**config.mk**
```make
export PLATFORM = sky130hd
export DESIGN_NAME = regfile_scoreboard
export DESIGN_NICKNAME = d
export VERILOG_FILES = /design/src/rtl/regfile_scoreboard.sv
export SDC_FILE = /design/constraint.sdc
export NUM_CORES = 2
export LEC_CHECK = 0
export BUFFER_PORTS_ARGS = -buffer_cell sky130_fd_sc_hd__buf_2
export CORE_UTILIZATION = 45
export CTS_CLUSTER_SIZE = 25
export DETAILED_ROUTE_END_ITERATION = 10
export GPL_TIMING_DRIVEN = 0
export PLACE_DENSITY = 0.69
export SYNTH_ARGS = -nofsm -noshare
export SYNTH_HDL_FRONTEND = slang
export SYNTH_SLANG_ARGS = --single-unit
```
**constraint.sdc**
```tcl
create_clock -name clk -period 8.15 [get_ports clk]
set_input_delay 0.815 -clock clk [delete_from_list [all_inputs] [get_ports clk]]
set_output_delay 0.815 -clock clk [all_outputs]
set_load 0.02 [all_outputs]
```
**src/rtl/regfile_scoreboard.sv**
```systemverilog
// Register file with write-back bypass plus per-register in-flight write counters for RAW hazard detection.
// Reads and busy flags are combinational; writes and counter updates land on the clock edge; flags are registered pulses.
module regfile_scoreboard #(
   parameter int DATA_W = 32,
   parameter int ADDR_W = 5,
   parameter int CNT_W  = 2
) (
   input  logic              clk,
   input  logic              rstn,
   input  logic              stall,
   input  logic              flush,
   input  logic              issue_valid,
   input  logic [ADDR_W-1:0] issue_addr,
   input  logic              reg_write_to_file,
   input  logic [ADDR_W-1:0] reg_write_addr,
   input  logic [DATA_W-1:0] reg_write_data,
   input  logic [ADDR_W-1:0] rs_addr,
   input  logic [ADDR_W-1:0] rt_addr,
   output logic [DATA_W-1:0] rs_data,
   output logic [DATA_W-1:0] rt_data,
   output logic              rs_busy,
   output logic              rt_busy,
   output logic              sb_overflow,
   output logic              sb_underflow
);

   localparam int NREG = 2**ADDR_W;
   localparam logic [CNT_W-1:0] CNT_MAX = '1;
   localparam logic [CNT_W-1:0] CNT_ONE = CNT_W'(1);

   logic [DATA_W-1:0] regs_q [NREG];
   logic [DATA_W-1:0] regs_d [NREG];
   logic [CNT_W-1:0]  cnt_q  [NREG];
   logic [CNT_W-1:0]  cnt_d  [NREG];
   logic              ovf_q, ovf_d;
   logic              unf_q, unf_d;
   logic              iss, ret;

   assign iss = issue_valid & ~stall & (issue_addr != '0);
   assign ret = reg_write_to_file & (reg_write_addr != '0);

   always_comb begin
      regs_d = regs_q;
      cnt_d  = cnt_q;
      ovf_d  = 1'b0;
      unf_d  = 1'b0;
      if (ret) regs_d[reg_write_addr] = reg_write_data;
      if (flush) begin
         for (int i = 0; i < NREG; i++) cnt_d[i] = '0;
      end else if (!(iss && ret && issue_addr == reg_write_addr)) begin
         // Issue and retire to the same register cancel out; otherwise each applies on its own.
         if (iss) begin
            if (cnt_q[issue_addr] == CNT_MAX) ovf_d = 1'b1;
            else cnt_d[issue_addr] = cnt_q[issue_addr] + CNT_ONE;
         end
         if (ret) begin
            if (cnt_q[reg_write_addr] == '0) unf_d = 1'b1;
            else cnt_d[reg_write_addr] = cnt_q[reg_write_addr] - CNT_ONE;
         end
      end
   end

   always_ff @(posedge clk or negedge rstn) begin
      if (!rstn) begin
         for (int i = 0; i < NREG; i++) begin
            regs_q[i] <= '0;
            cnt_q[i]  <= '0;
         end
         ovf_q <= 1'b0;
         unf_q <= 1'b0;
      end else begin
         regs_q <= regs_d;
         cnt_q  <= cnt_d;
         ovf_q  <= ovf_d;
         unf_q  <= unf_d;
      end
   end

   // A register whose last outstanding write is retiring this cycle is served by the bypass, so not busy.
   always_comb begin
      rs_data = '0;
      rt_data = '0;
      if (rs_addr != '0) rs_data = (ret && reg_write_addr == rs_addr) ? reg_write_data : regs_q[rs_addr];
      if (rt_addr != '0) rt_data = (ret && reg_write_addr == rt_addr) ? reg_write_data : regs_q[rt_addr];
      rs_busy = (rs_addr != '0) && (cnt_q[rs_addr] != '0)
                && !(ret && reg_write_addr == rs_addr && cnt_q[rs_addr] == CNT_ONE);
      rt_busy = (rt_addr != '0) && (cnt_q[rt_addr] != '0)
                && !(ret && reg_write_addr == rt_addr && cnt_q[rt_addr] == CNT_ONE);
   end

   assign sb_overflow  = ovf_q;
   assign sb_underflow = unf_q;

endmodule

```
; Yosys cells after proc, flatten, opt, wreduce, memory -nomap -nowiden
; Cells that the tools add are included.
[word_totals]
register_bits = 1090
in_bits = 58
output_inout_bits = 68
elab_cells = 157
[classes]
add_sub_neg = 2
order_cmp = 6
eq_ne = 7
muxes = 47
bitwise_logic = 8
n_reduce_logical = 21
[op_table]
columns = op, count
row1 = 1024-bit bitwise mux, 1
row2 = 64-bit two-way mux, 8
row3 = 32-bit binary-select mux with 5-bit select, 2
row4 = 32-bit two-way mux, 9
row5 = 32-bit demux with 5-bit select, 1
row6 = 64-bit bitwise mux, 2
row7 = 2-bit binary-select mux with 5-bit select, 4
row8 = 6-bit >= comparator (second input constant), 4
row9 = 5-bit NOT with 6-bit output, 4
row10 = 2-bit demux with 5-bit select, 2
row11 = 2-bit two-way mux, 10
row12 = 5-bit nonzero test, 4
row13 = 5-bit == test, 3
row14 = 1-bit logical AND, 12
row15 = 6-bit by 1-bit < comparator with 1-bit output (second input constant), 2
row16 = 1-bit two-way mux, 8
row17 = 2-bit by 1-bit == test with 1-bit output (second input constant), 2
row18 = 2-bit nonzero test, 2
row19 = 1-bit AND, 3
row20 = 2-bit by 1-bit adder with 2-bit output (second input constant), 1
row21 = 2-bit == test (second input constant), 1
row22 = 1-bit logical NOT, 2
row23 = 2-bit logical NOT, 1
row24 = 2-bit inequality test (second input constant), 1
row25 = other kinds (2), 2

; Logic depth before layout (Yosys ltp)
[depth]
word_depth = 15
ltp_mapped = 15
depth_no_buf = 12

; Worst setup path after synthesis
; Ideal clock, no wire load.
[synth_timing]
path_type = input port to flip-flop
start = input issue_addr[0]
end = register cnt_q[37] in the netlist's numbering
arrival_time_ns = 3.994
required_ns = 8.029
setup_slack_ns = 4.035
path_stages = 12
path_buffers = 3
cell_sequence = buf_2 -> buf_2 -> mux4_2 -> mux4_2 -> mux2_2 -> ha_1 -> or3b_1 -> clkbuf_1 -> or3_1 -> mux2i_1 -> mux2i_1 -> a22o_1
[synth_via]
elab_chain_cells = 15
[synth_rtl]
columns = element, line
row1 = "start, declared", 13  ; input logic [ADDR_W-1:0] issue_addr,
row2 = 5-bit NOT with 6-bit output (implied by the code), "53, 54"
row3 = "2-bit binary-select mux with 5-bit select, or another cell as far along", "53, 54"
row4 = 2-bit two-way mux (implied by the code) or 1-bit logical AND (tied branches), "53, 54"
row5 = 2-bit two-way mux (on tied branches), "53, 54"
row6 = 2-bit by 1-bit adder with 2-bit output or 2-bit demux with 5-bit select (tied branches), 54  ; else cnt_d[issue_addr] = cnt_q[issue_addr] + CNT_ONE;
row7 = 64-bit bitwise mux, 54
row8 = 64-bit two-way mux, 53  ; if (cnt_q[issue_addr] == CNT_MAX) ovf_d = 1'b1;
row9 = 64-bit two-way mux, 52  ; if (iss) begin
row10 = 64-bit two-way mux, 50  ; end else if (!(iss && ret && issue_addr == reg_write_addr)) begin
row11 = 64-bit two-way mux, 48  ; if (flush) begin
row12 = 64-bit bitwise mux, 58  ; else cnt_d[reg_write_addr] = cnt_q[reg_write_addr] - CNT_ONE;
row13 = 64-bit two-way mux, 57  ; if (cnt_q[reg_write_addr] == '0) unf_d = 1'b1;
row14 = 64-bit two-way mux, 56  ; if (ret) begin
row15 = 64-bit two-way mux, 50
row16 = 64-bit two-way mux, 48
row17 = "end signal, assigned", 73  ; cnt_q <= cnt_d;
row18 = "end, declared", 33  ; logic [CNT_W-1:0] cnt_q [NREG];
; Parallel ways exist; a longest one is shown, timed or not. The select of a mux whose other input is x is not followed.
; A chain may end at the register's enable or synchronous reset.

; Worst setup path after layout
[layout_timing]
start = input rs_addr[2]
end = output rs_data[10]
[layout_via]
elab_chain_cells = 6
[layout_rtl]
columns = element, line
row1 = "start, declared", 17  ; input logic [ADDR_W-1:0] rs_addr,
row2 = 5-bit NOT with 6-bit output (implied by the code), 83  ; if (rs_addr != '0) rs_data = (ret && reg_write_addr == rs_addr) ? reg_write_data : regs_q[rs_addr];
row3 = 32-bit binary-select mux with 5-bit select, 83
row4 = 32-bit two-way mux (implied by the code) (2 in a row), 83
row5 = 32-bit two-way mux, 83
row6 = 32-bit two-way mux (*), 83
row7 = "end, declared", 19  ; output logic [DATA_W-1:0] rs_data,
; Every way passes the cells marked *; elsewhere a longest branch is shown, timed or not. The select of a mux whose other input is x is not followed.

==> out/summary.txt <==
fin crit period - 6.45 ns
crit path from - rs_addr[2]
max-cap violations - 13
Syn Inst Count - 4339
worst clock skew - 0.0251 ns
syn avg cell area - 14.2 um^2
Worst Tran Pin Value - 1.78 ns
design area - 0.0690 mm^2
share of layout cells above drive strength 1 - 38.9%
CP Launch Type - input pin
EDFF count, synth - 0
Syn Std Cell Area - 0.0618 mm^2
Max clock buf depth - 3
global-route wire length before repair - 372000 um
Synth cell types - 72
DR pass1 iterations - 8
hold_ws - 0.358 ns
fin crit share - 79.2%
die height - 373 um
initial antenna violation count - 24
CORE AREA - 0.136 mm^2
fin. max-slew vios - 132
area delta synth->final - 11.7%
Yosys reg bits - 1090
critical register-to-register path startpoint - cnt_q[16]$_DFFE_PN0P_
Site Rows - 135
CTS tree - built
I/O pins - 126
failing checks - max-capacitance violations, max-slew violations
ys flop type - dfrtp_1
CTS H-tree lvls - 3
status - finished, violations left
total gr overflow - 0
Worst-Skew Late Latency - 0.78 ns
placed cell areas - 0.0649 mm^2
die width - 373 um
register area share after synthesis - 44.1%
Crit. End Element - output pin
pin count of the biggest net entering global routing - 169
Remaining DRCs - 0
critical path data arrival time - 5.64 ns
Post-DP HPWL - 181000 um
PortBufs - 111
synth warn - 0
RSZ-0062 raised after global routing - no
Routed WL - 274000 um
required time of the worst setup path - 7.34 ns
DRT antenna net count - 0
Worst Hold Class - in2reg
Clock Root Buffer - clkbuf_16
critical path class - in2out
FMAX - 155 MHz
reg2reg end - cnt_q[44]$_DFFE_PN0P_
PwrDens - 240 mW/mm^2
Syn Nets - 4399
reg2reg setup slack - 3.86 ns
die area - 0.139 mm^2
Reg clk slew, reported paths - 0.07 ns
total number of vias - 48.4k
CP Max Fanout - 10
Synth async-reset ratio - 100%
TNS Setup - 0 ns
crit path to - rs_data[10]
vias in the first global route - 45.8k
Initial DRC Count - 7856
CTS buffer count - 117
GRT Total Usage - 39.3%
Initial Util - 45.5%
DR vias/cell - 7.46
post-DR wirelength/cell - 42.1 um
final setup fails - 0
Worst Reg-to-Reg Cells - 12
# clock sinks - 1090
Rel. slew slack - -18.5%
Lkg Pwr - 29.7 nW
Hold Vio Cnt, Final - 0
Layout Nets - 4640
largest vdd supply drop - 0.179 mV
routability congestion estimate - 1.06
-- stage by stage --
stage	utilization, %	setup slack [ns]	power (mW)	cells
finish	50.8	1.70	16.6	6492
global placement	47.6	-17.98	10.5	6231
global route	50.8	2.10	16.9	6459
detailed placement	47.8	1.94	10.7	6240
CTS	50.7	1.93	16.3	6455
floorplan	-	4.04	9.39	4339
-- critical path: stages --
cell	delay, ns
buf_2	0.11
buf_2	0.41
buf_2	0.61
buf_1	1.20
clkbuf_1	1.01
o21ai_0	0.22
o211ai_1	0.16
nand2_1	0.11
nor2_1	0.61
buf_2	0.30
-- state kept, by name, summed over array words and instances, names as in the netlist --
register and count:
cnt_q 64, regs_q 1024, sb_overflow 1, sb_underflow 1
-- worst min-delay path by stage --
stage / slack (ns) / cells past startpoint / startpoint / endpoint
global route: 0.38 / 2 / reg_write_data[13] / regs_q[13]$_DFFE_PN0P_
global placement: 0.45 / 1 / regs_q[1013]$_DFFE_PN0P_ / regs_q[1013]$_DFFE_PN0P_
floorplan: 0.44 / 1 / regs_q[1000]$_DFFE_PN0P_ / regs_q[1000]$_DFFE_PN0P_
finish: 0.36 / 2 / reg_write_data[19] / regs_q[51]$_DFFE_PN0P_
CTS: 0.33 / 2 / reg_write_data[13] / regs_q[13]$_DFFE_PN0P_
detailed placement: 0.47 / 1 / regs_q[1000]$_DFFE_PN0P_ / regs_q[1000]$_DFFE_PN0P_
-- synthesized netlist by cell type, types with 34 or more instances --
library cell | number | area, um^2
a211oi_1 | 89 | 668
a21oi_1 | 37 | 185
a221o_1 | 68 | 681
a221oi_1 | 34 | 298
buf_2 | 151 | 756
clkbuf_1 | 269 | 1010
dfrtp_1 | 1090 | 27300
mux2_1 | 312 | 3510
mux2_2 | 698 | 7860
mux2i_1 | 238 | 2380
mux4_2 | 547 | 12300
nand2_1 | 121 | 454
nor2_1 | 94 | 353
nor2b_1 | 63 | 394
nor3_1 | 70 | 350
o21ai_0 | 58 | 290
-- cells in the final DEF (no fill, tap or decap), types with 11 or more instances in the layout --
cell type | Yosys | routed
a211oi_1 | 89 | 89
a21oi_1 | 37 | 37
a221o_1 | 68 | 68
a221oi_1 | 34 | 34
a22o_1 | 21 | 21
a22oi_1 | 30 | 30
a31oi_1 | 11 | 11
and3_1 | 23 | 23
buf_2 | 151 | 269
buf_4 | 25 | 25
buf_6 | 31 | 31
bufinv_16 | 0 | 15
clkbuf_1 | 269 | 270
clkbuf_16 | 0 | 119
clkbuf_2 | 0 | 23
clkbuf_8 | 0 | 24
clkinv_2 | 0 | 23
dfrtp_1 | 1090 | 1090
diode_2 | 0 | 36
mux2_1 | 312 | 312
mux2_2 | 698 | 698
mux2i_1 | 238 | 238
mux4_2 | 547 | 547
nand2_1 | 121 | 121
nand3_1 | 31 | 31
nor2_1 | 94 | 94
nor2b_1 | 63 | 63
nor3_1 | 70 | 70
nor3b_1 | 12 | 12
o21a_1 | 23 | 23
o21ai_0 | 58 | 58
o21ai_1 | 24 | 24
o22ai_1 | 12 | 12
xor2_1 | 11 | 11
-- power by group --
group          switching, mW  internal [mW]
combinational           1.78           1.86
clock                   2.42           3.36
sequential             0.754           6.38
-- kinds of logic after synthesis --
family | Yosys count | synth area share (%)
xor gates and xnor gates | 15 | 0.213
DFF | 1090 | 44.1
AOI/OAI and AO/OA | 455 | 5.51
and+or+nand+nor | 474 | 3.92
adders and majority gates | 2 | 0.0405
buffers and inverters | 508 | 3.99
muxes | 1795 | 42.2
-- final cells by class --
class | count | area, um^2
fillers | 11600 | 66800
multi-input cells | 2741 | 32100
flip-flops and latches | 1090 | 27300
clock buffers | 167 | 3400
plain buffers | 496 | 2460
well taps | 1781 | 2230
repair buffers | 122 | 818
clock inverters | 47 | 652
diodes | 36 | 90.1
inverters | 12 | 45.0
-- what timing repair did --
item                                    4_1_cts  5_1_grt
endpoints found under the setup margin        0        0
buffers inserted                              0        0
hold buffers                                  1        0
resized for setup                             0        0
endpoints found under the hold margin        13        0
-- per-layer routing --
metal  vias to the layer above  routed length, um  track usage [%]
li1                      17400                  -                -
met1                     25200              94600             48.7
met2                      4596             110000             52.8
met3                      1286              45100             19.9
met4                        22              23200             27.5
met5                         -                474            0.315
Power figures use the tool's default switching activity.
